`config.mk`:
```
export PLATFORM = sky130hd
export DESIGN_NAME = rom_download_ctl
export DESIGN_NICKNAME = d
export VERILOG_FILES = /design/src/rtl/rom_download_pkg.sv /design/src/rtl/rom_region_decode.sv /design/src/rtl/rom_download_ctl.sv
export SDC_FILE = /design/constraint.sdc
export NUM_CORES = 1
export LEC_CHECK = 0
export ABC_CLOCK_PERIOD_IN_PS = 2450
export BUFFER_PORTS_ARGS = -buffer_cell sky130_fd_sc_hd__buf_2
export CORE_MARGIN = 8
export CORE_UTILIZATION = 45
export DETAILED_ROUTE_END_ITERATION = 12
export HOLD_SLACK_MARGIN = 0.1
export PLACE_DENSITY = 0.75
export SLEW_MARGIN = 20
export SYNTH_ARGS = -nofsm -noshare
export SYNTH_HDL_FRONTEND = slang
export SYNTH_SLANG_ARGS = --single-unit
```
`constraint.sdc`:
```
create_clock -name clk_sys -period 2.45 [get_ports clk_sys]
set_input_delay 0.49 -clock clk_sys [delete_from_list [all_inputs] [get_ports clk_sys]]
set_output_delay 0.49 -clock clk_sys [all_outputs]
set_load 0.03 [all_outputs]
```
`src/rtl/rom_download_pkg.sv`:
```
// ============================================================================
// rom_download_pkg : shared types and default region map for the ROM loader
// Revision: 1.0
// ============================================================================
`default_nettype none

package rom_download_pkg;

  typedef enum logic [1:0] {
    WAIT = 2'd0,
    LOAD = 2'd1,
    HOLD = 2'd2,
    RUN  = 2'd3
  } state_t;

  typedef logic [1:0] region_idx_t;

  localparam logic [15:0] DEF_R0_END      = 16'h6000;
  localparam logic [15:0] DEF_R1_END      = 16'h7000;
  localparam logic [15:0] DEF_R2_END      = 16'h9000;
  localparam logic [15:0] DEF_R3_END      = 16'hD000;
  localparam int          DEF_HOLD_CYCLES = 256;

  function automatic logic [3:0] region_onehot(input region_idx_t idx);
    region_onehot = 4'b0001 << idx;
  endfunction

endpackage

`default_nettype wire

```
`src/rtl/rom_region_decode.sv`:
```
// ============================================================================
// rom_region_decode : ioctl byte address -> in-range flag, one-hot region, offset
// Revision: 1.0
// ============================================================================
`default_nettype none

module rom_region_decode
  import rom_download_pkg::*;
#(
  parameter logic [15:0] R0_END = DEF_R0_END,
  parameter logic [15:0] R1_END = DEF_R1_END,
  parameter logic [15:0] R2_END = DEF_R2_END,
  parameter logic [15:0] R3_END = DEF_R3_END
) (
  input  logic [24:0] addr_i,
  output logic        in_range_o,
  output logic [3:0]  region_oh_o,
  output logic [15:0] offset_o
);

  logic [15:0] w_lo;
  region_idx_t w_idx;
  logic [15:0] w_base;

  assign w_lo = addr_i[15:0];

  // Regions are contiguous, each based at the previous region's end.
  always_comb begin
    w_idx  = 2'd0;
    w_base = 16'h0000;
    if (w_lo < R0_END) begin
      w_idx  = 2'd0;
      w_base = 16'h0000;
    end else if (w_lo < R1_END) begin
      w_idx  = 2'd1;
      w_base = R0_END;
    end else if (w_lo < R2_END) begin
      w_idx  = 2'd2;
      w_base = R1_END;
    end else begin
      w_idx  = 2'd3;
      w_base = R2_END;
    end
  end

  assign in_range_o  = (addr_i[24:16] == 9'd0) && (w_lo < R3_END);
  assign region_oh_o = region_onehot(w_idx);
  assign offset_o    = w_lo - w_base;

endmodule

`default_nettype wire

```
`src/rtl/rom_download_ctl.sv`:
```
// ============================================================================
// rom_download_ctl : routes the ioctl download into four ROM regions and gates core reset
// Revision: 1.0
// ============================================================================
`default_nettype none

module rom_download_ctl
  import rom_download_pkg::*;
#(
  parameter logic [15:0] R0_END      = DEF_R0_END,
  parameter logic [15:0] R1_END      = DEF_R1_END,
  parameter logic [15:0] R2_END      = DEF_R2_END,
  parameter logic [15:0] R3_END      = DEF_R3_END,
  parameter int          HOLD_CYCLES = DEF_HOLD_CYCLES
) (
  input  logic        clk_sys,
  input  logic        reset,
  input  logic        ioctl_download,
  input  logic        ioctl_wr,
  input  logic [24:0] ioctl_addr,
  input  logic [7:0]  ioctl_dout,
  output logic [3:0]  rom_we,
  output logic [15:0] rom_addr,
  output logic [7:0]  rom_data,
  output logic        core_reset,
  output logic        load_ok,
  output logic        load_err,
  output logic [16:0] byte_count
);

  localparam int HOLD_W = (HOLD_CYCLES > 1) ? $clog2(HOLD_CYCLES) : 1;

  state_t            state_q;
  logic [3:0]        rom_we_q;
  logic [15:0]       rom_addr_q;
  logic [7:0]        rom_data_q;
  logic              core_reset_q;
  logic              load_ok_q;
  logic              load_err_q;
  logic [16:0]       byte_count_q;
  logic [16:0]       byte_count_d;
  logic [HOLD_W-1:0] hold_q;

  logic              w_in_range;
  logic [3:0]        w_region_oh;
  logic [15:0]       w_offset;

  rom_region_decode #(
    .R0_END (R0_END),
    .R1_END (R1_END),
    .R2_END (R2_END),
    .R3_END (R3_END)
  ) u_decode (
    .addr_i      (ioctl_addr),
    .in_range_o  (w_in_range),
    .region_oh_o (w_region_oh),
    .offset_o    (w_offset)
  );

  assign byte_count_d = (byte_count_q == 17'h1FFFF) ? byte_count_q : byte_count_q + 17'd1;

  always_ff @(posedge clk_sys or posedge reset) begin
    if (reset) begin
      state_q      <= WAIT;
      rom_we_q     <= 4'b0000;
      rom_addr_q   <= 16'h0000;
      rom_data_q   <= 8'h00;
      core_reset_q <= 1'b1;
      load_ok_q    <= 1'b0;
      load_err_q   <= 1'b0;
      byte_count_q <= 17'd0;
      hold_q       <= '0;
    end else begin
      rom_we_q <= 4'b0000;
      // A new download pre-empts every other state, discarding any pending hold.
      if ((state_q != LOAD) && ioctl_download) begin
        state_q      <= LOAD;
        core_reset_q <= 1'b1;
        load_ok_q    <= 1'b0;
        load_err_q   <= 1'b0;
        byte_count_q <= 17'd0;
      end else begin
        case (state_q)
          WAIT: core_reset_q <= 1'b1;
          LOAD: begin
            if (ioctl_download) begin
              if (ioctl_wr) begin
                if (w_in_range) begin
                  rom_we_q     <= w_region_oh;
                  rom_addr_q   <= w_offset;
                  rom_data_q   <= ioctl_dout;
                  byte_count_q <= byte_count_d;
                end else begin
                  load_err_q <= 1'b1;
                end
              end
            end else if ((byte_count_q >= {1'b0, R3_END}) && !load_err_q) begin
              state_q <= HOLD;
              hold_q  <= HOLD_W'(HOLD_CYCLES - 1);
            end else begin
              state_q    <= WAIT;
              load_err_q <= 1'b1;
            end
          end
          HOLD: begin
            if (hold_q == '0) begin
              state_q      <= RUN;
              core_reset_q <= 1'b0;
              load_ok_q    <= 1'b1;
            end else begin
              hold_q <= hold_q - HOLD_W'(1);
            end
          end
          RUN:     core_reset_q <= 1'b0;
          default: state_q <= WAIT;
        endcase
      end
    end
  end

  assign rom_we     = rom_we_q;
  assign rom_addr   = rom_addr_q;
  assign rom_data   = rom_data_q;
  assign core_reset = core_reset_q;
  assign load_ok    = load_ok_q;
  assign load_err   = load_err_q;
  assign byte_count = byte_count_q;

endmodule

`default_nettype wire

```
==> qor.txt <==
status: complete, no violations
Seq. cell area: 0.00146 mm^2
RR Startpoint: byte_count[2]
Core Util, Final: 0.586
final worst path period need: 2260 ps
clock latency on the worst-skew pair: 320 ps
Max stage delay on crit path: 450 ps
die area: 0.00954 mm^2
worst reg2reg setup slack: 190 ps
Layout Skew: 5.27 ps
Port Buffers: 84
Ports: 85
IR drop worst, VDD: 0.411 mV
width of the die: 97.7 um
DRT Wirelength: 7.35 mm
Post-DP HPWL: 5.44 mm
FF-to-FF path depth: 9
Setup TNS Final: 0 ps
CTS tree: yes
slew margin rel.: 0.671
worst endpoint data arrival time: 2510 ps
cts hold-fix bufs: 0
global-route wire length before repair: 12.8 mm
Yosys reg bits: 58
P&R area growth vs syn: 24.7%
top_reg_cell synth: dfrtp_1
number of flops mapped to enable cells by yosys: 0
CTS buffer count: 9
Tcrit/Tclk final: 0.921
CTS root buf: clkbuf_8
Final Total Pwr: 1890 uW
initial core utilization: 0.470
post-synthesis sequential area ratio: 0.484
critical setup path kind: reg2reg
Post-Syn Area: 0.00300 mm^2
largest net degree at the start of global routing: 59
first-pass detailed-route iteration total: 4
layout cells sized above 1: 0.378
CP required: 2700 ps
Worst setup startpoint: byte_count[2]
total nets after synthesis: 331
Core Box Area: 0.00639 mm^2
cell family with most CP delay: simple AND/OR/NAND/NOR gates
Final setup viols: 0
leakage: 0.00185 uW
CTS sink count: 58
gr ovfl total: 0
Mapped Cells: 285
DR vias: 2611
Iter 0 DRT Violations: 176
n_diodes: 0
GRT Overall Usage: 0.160
clk slew on worst S/H paths: 70 ps
Mean Syn Cell Area: 10.5 um^2
Detail Route Antenna Nets: 0
crit-path cells: and4_1 > nand3_1 > nor3_1 > ha_1 > and3b_1 > nand4_1 > buf_4 > or3_1 > a21oi_1
fmax: 0.443 GHz
Filler Cell Count: 545
DR WL/cell: 16.0 um
CP Capture Point: byte_count[9]
Vias/cell: 5.66
WP depth: 9
Final Max Tran Viols: 0
nets: 425
PwrDens: 504 mW/mm^2
Residual DRC: 0
Bufs and invs on worst path: 1
antenna violations before repair: 0
Tightest Pin Transition: 488 ps
RePlAce Congestion: 0.847
Final Hold Vio Count: 0
number of global-route vias before repair: 2731
min-delay worst type: in2async
Yosys Warn Count: 0
Cell variety after synth: 51
r2r endpoint: byte_count[9]
area taken by multi-input logic gates: 0.00142 mm^2
CP Launch Type: flop
Setup crit end kind: flop
Die Y: 97.7 um
Critical Path Slowest Stage Cell: dfrtp_2
CTS Buffer Depth: 2
post-route insts no fill: 461
number of max-cap violations: 0
Max FO, Critical Path: 7
H-Tree Depth: 3
Cells after DPL: 443
post-synthesis async set-or-reset flop share: 1.00
unrepaired setup endpoints after global routing: no
row count: 29
[routing by layer]
layer | GRT usage | vias to the layer above | routed length (um)
met5 | 0 | - | 0
met4 | 0.0653 | 0 | 95
met3 | 0.0775 | 12 | 719
met2 | 0.247 | 95 | 3300
met1 | 0.184 | 1262 | 3230
li1 | - | 1242 | -
[placed cells by master (no fill, tap or decap), types with 3 or more instances in the layout]
master,synthesis,routed
a21oi_1,27,27
a31oi_1,3,3
and3_1,3,3
and4_1,4,4
buf_2,5,84
buf_4,2,11
clkbuf_8,0,10
clkinv_2,0,3
dfrtp_1,57,53
dfrtp_2,0,4
ha_1,8,8
inv_1,16,15
mux2_2,21,21
nand2_1,17,17
nand2b_1,4,4
nand3_1,8,8
nand4_1,8,8
nor2_1,11,11
nor2b_1,4,4
nor3_1,7,7
nor3b_1,3,3
nor4_1,3,3
o211ai_1,3,3
o21a_1,6,6
o21ai_0,9,9
o31ai_1,11,11
or4_1,9,9
[area by class of cell]
| cell class | count | share of cell area |
|---|---|---|
| flip-flops and latches | 58 | 0.389 |
| multi-input cells | 197 | 0.378 |
| repair buffers | 97 | 0.145 |
| clock buffers | 11 | 0.0378 |
| well taps | 77 | 0.0257 |
| inverters | 16 | 0.0160 |
| clock inverters | 5 | 0.00802 |
[how the worst min path moves through the flow]
stage,start,to
after floorplan,hold_q[4],hold_q[4]
after global placement,rom_addr[13],rom_addr[13]
after detailed placement,hold_q[4],hold_q[4]
after CTS,reset,rom_addr[10]
after global routing,reset,rom_addr[11]
final,reset,rom_addr[10]
[synthesized netlist by cell type, drive strengths merged (4+ instances only)]
| master | n | area [um^2] |
|---|---|---|
| nand4 | 9 | 71.3 |
| mux2 | 22 | 248 |
| o21ai | 9 | 45.0 |
| o31ai | 11 | 82.6 |
| a21oi | 27 | 135 |
| o21a | 6 | 45.0 |
| nand2b | 4 | 25.0 |
| nor2b | 4 | 25.0 |
| or4 | 9 | 67.6 |
| ha | 8 | 100 |
| nor2 | 12 | 47.6 |
| nor4 | 4 | 40.0 |
| clkbuf | 6 | 23.8 |
| nand2 | 17 | 63.8 |
| dfrtp | 57 | 1430 |
| nor3 | 8 | 51.3 |
| buf | 8 | 51.3 |
| inv | 16 | 60.1 |
| and4 | 4 | 35.0 |
| nand3 | 8 | 40.0 |
[registers in the layout, summed over array words and instances (netlist names)]
name,cells
hold_q,8
load_ok,1
core_reset,1
rom_we,4
rom_data,8
byte_count,17
state_q,2
load_err,1
rom_addr,16
[worst reg2reg max path, cell delays in order, from the launching register on]
cell,delay (ps)
dfrtp_2,450
and4_1,230
nand3_1,120
nor3_1,70
ha_1,190
and3b_1,230
nand4_1,230
buf_4,230
or3_1,290
a21oi_1,140
[cells by family after synthesis]
kind of cell / synth area share
xor+xnor: 0.00583
compound gates: 0.147
fa+ha+maj: 0.0400
flops: 0.484
simple gates: 0.193
buf+inv: 0.0450
mux: 0.0858
[repair_timing]
item | in CTS | in global routing
setup endpoints to repair | 0 | 3
gates resized for setup | 0 | 1
setup buffers | 0 | 2
[metrics by stage]
stage | area, um^2 | setup WS [ps] | hold slack (ps)
2_1_floorplan | 3010 | 54.7 | 440
3_3_place_gp | 3560 | 211 | 467
3_5_place_dp | 3560 | 145 | 478
4_1_cts | 3730 | 122 | 209
5_1_grt | 3740 | 19.0 | 225
6_report | 3740 | 193 | 195
[report_power, final]
part           internal, uW  switching [uW]  total, uW  leakage [uW]
logic                  59.4            91.1        150      0.000984
clock network           389             372        761     0.0000851
registers               967            8.38        975      0.000779
Power figures use the tool's default switching activity.
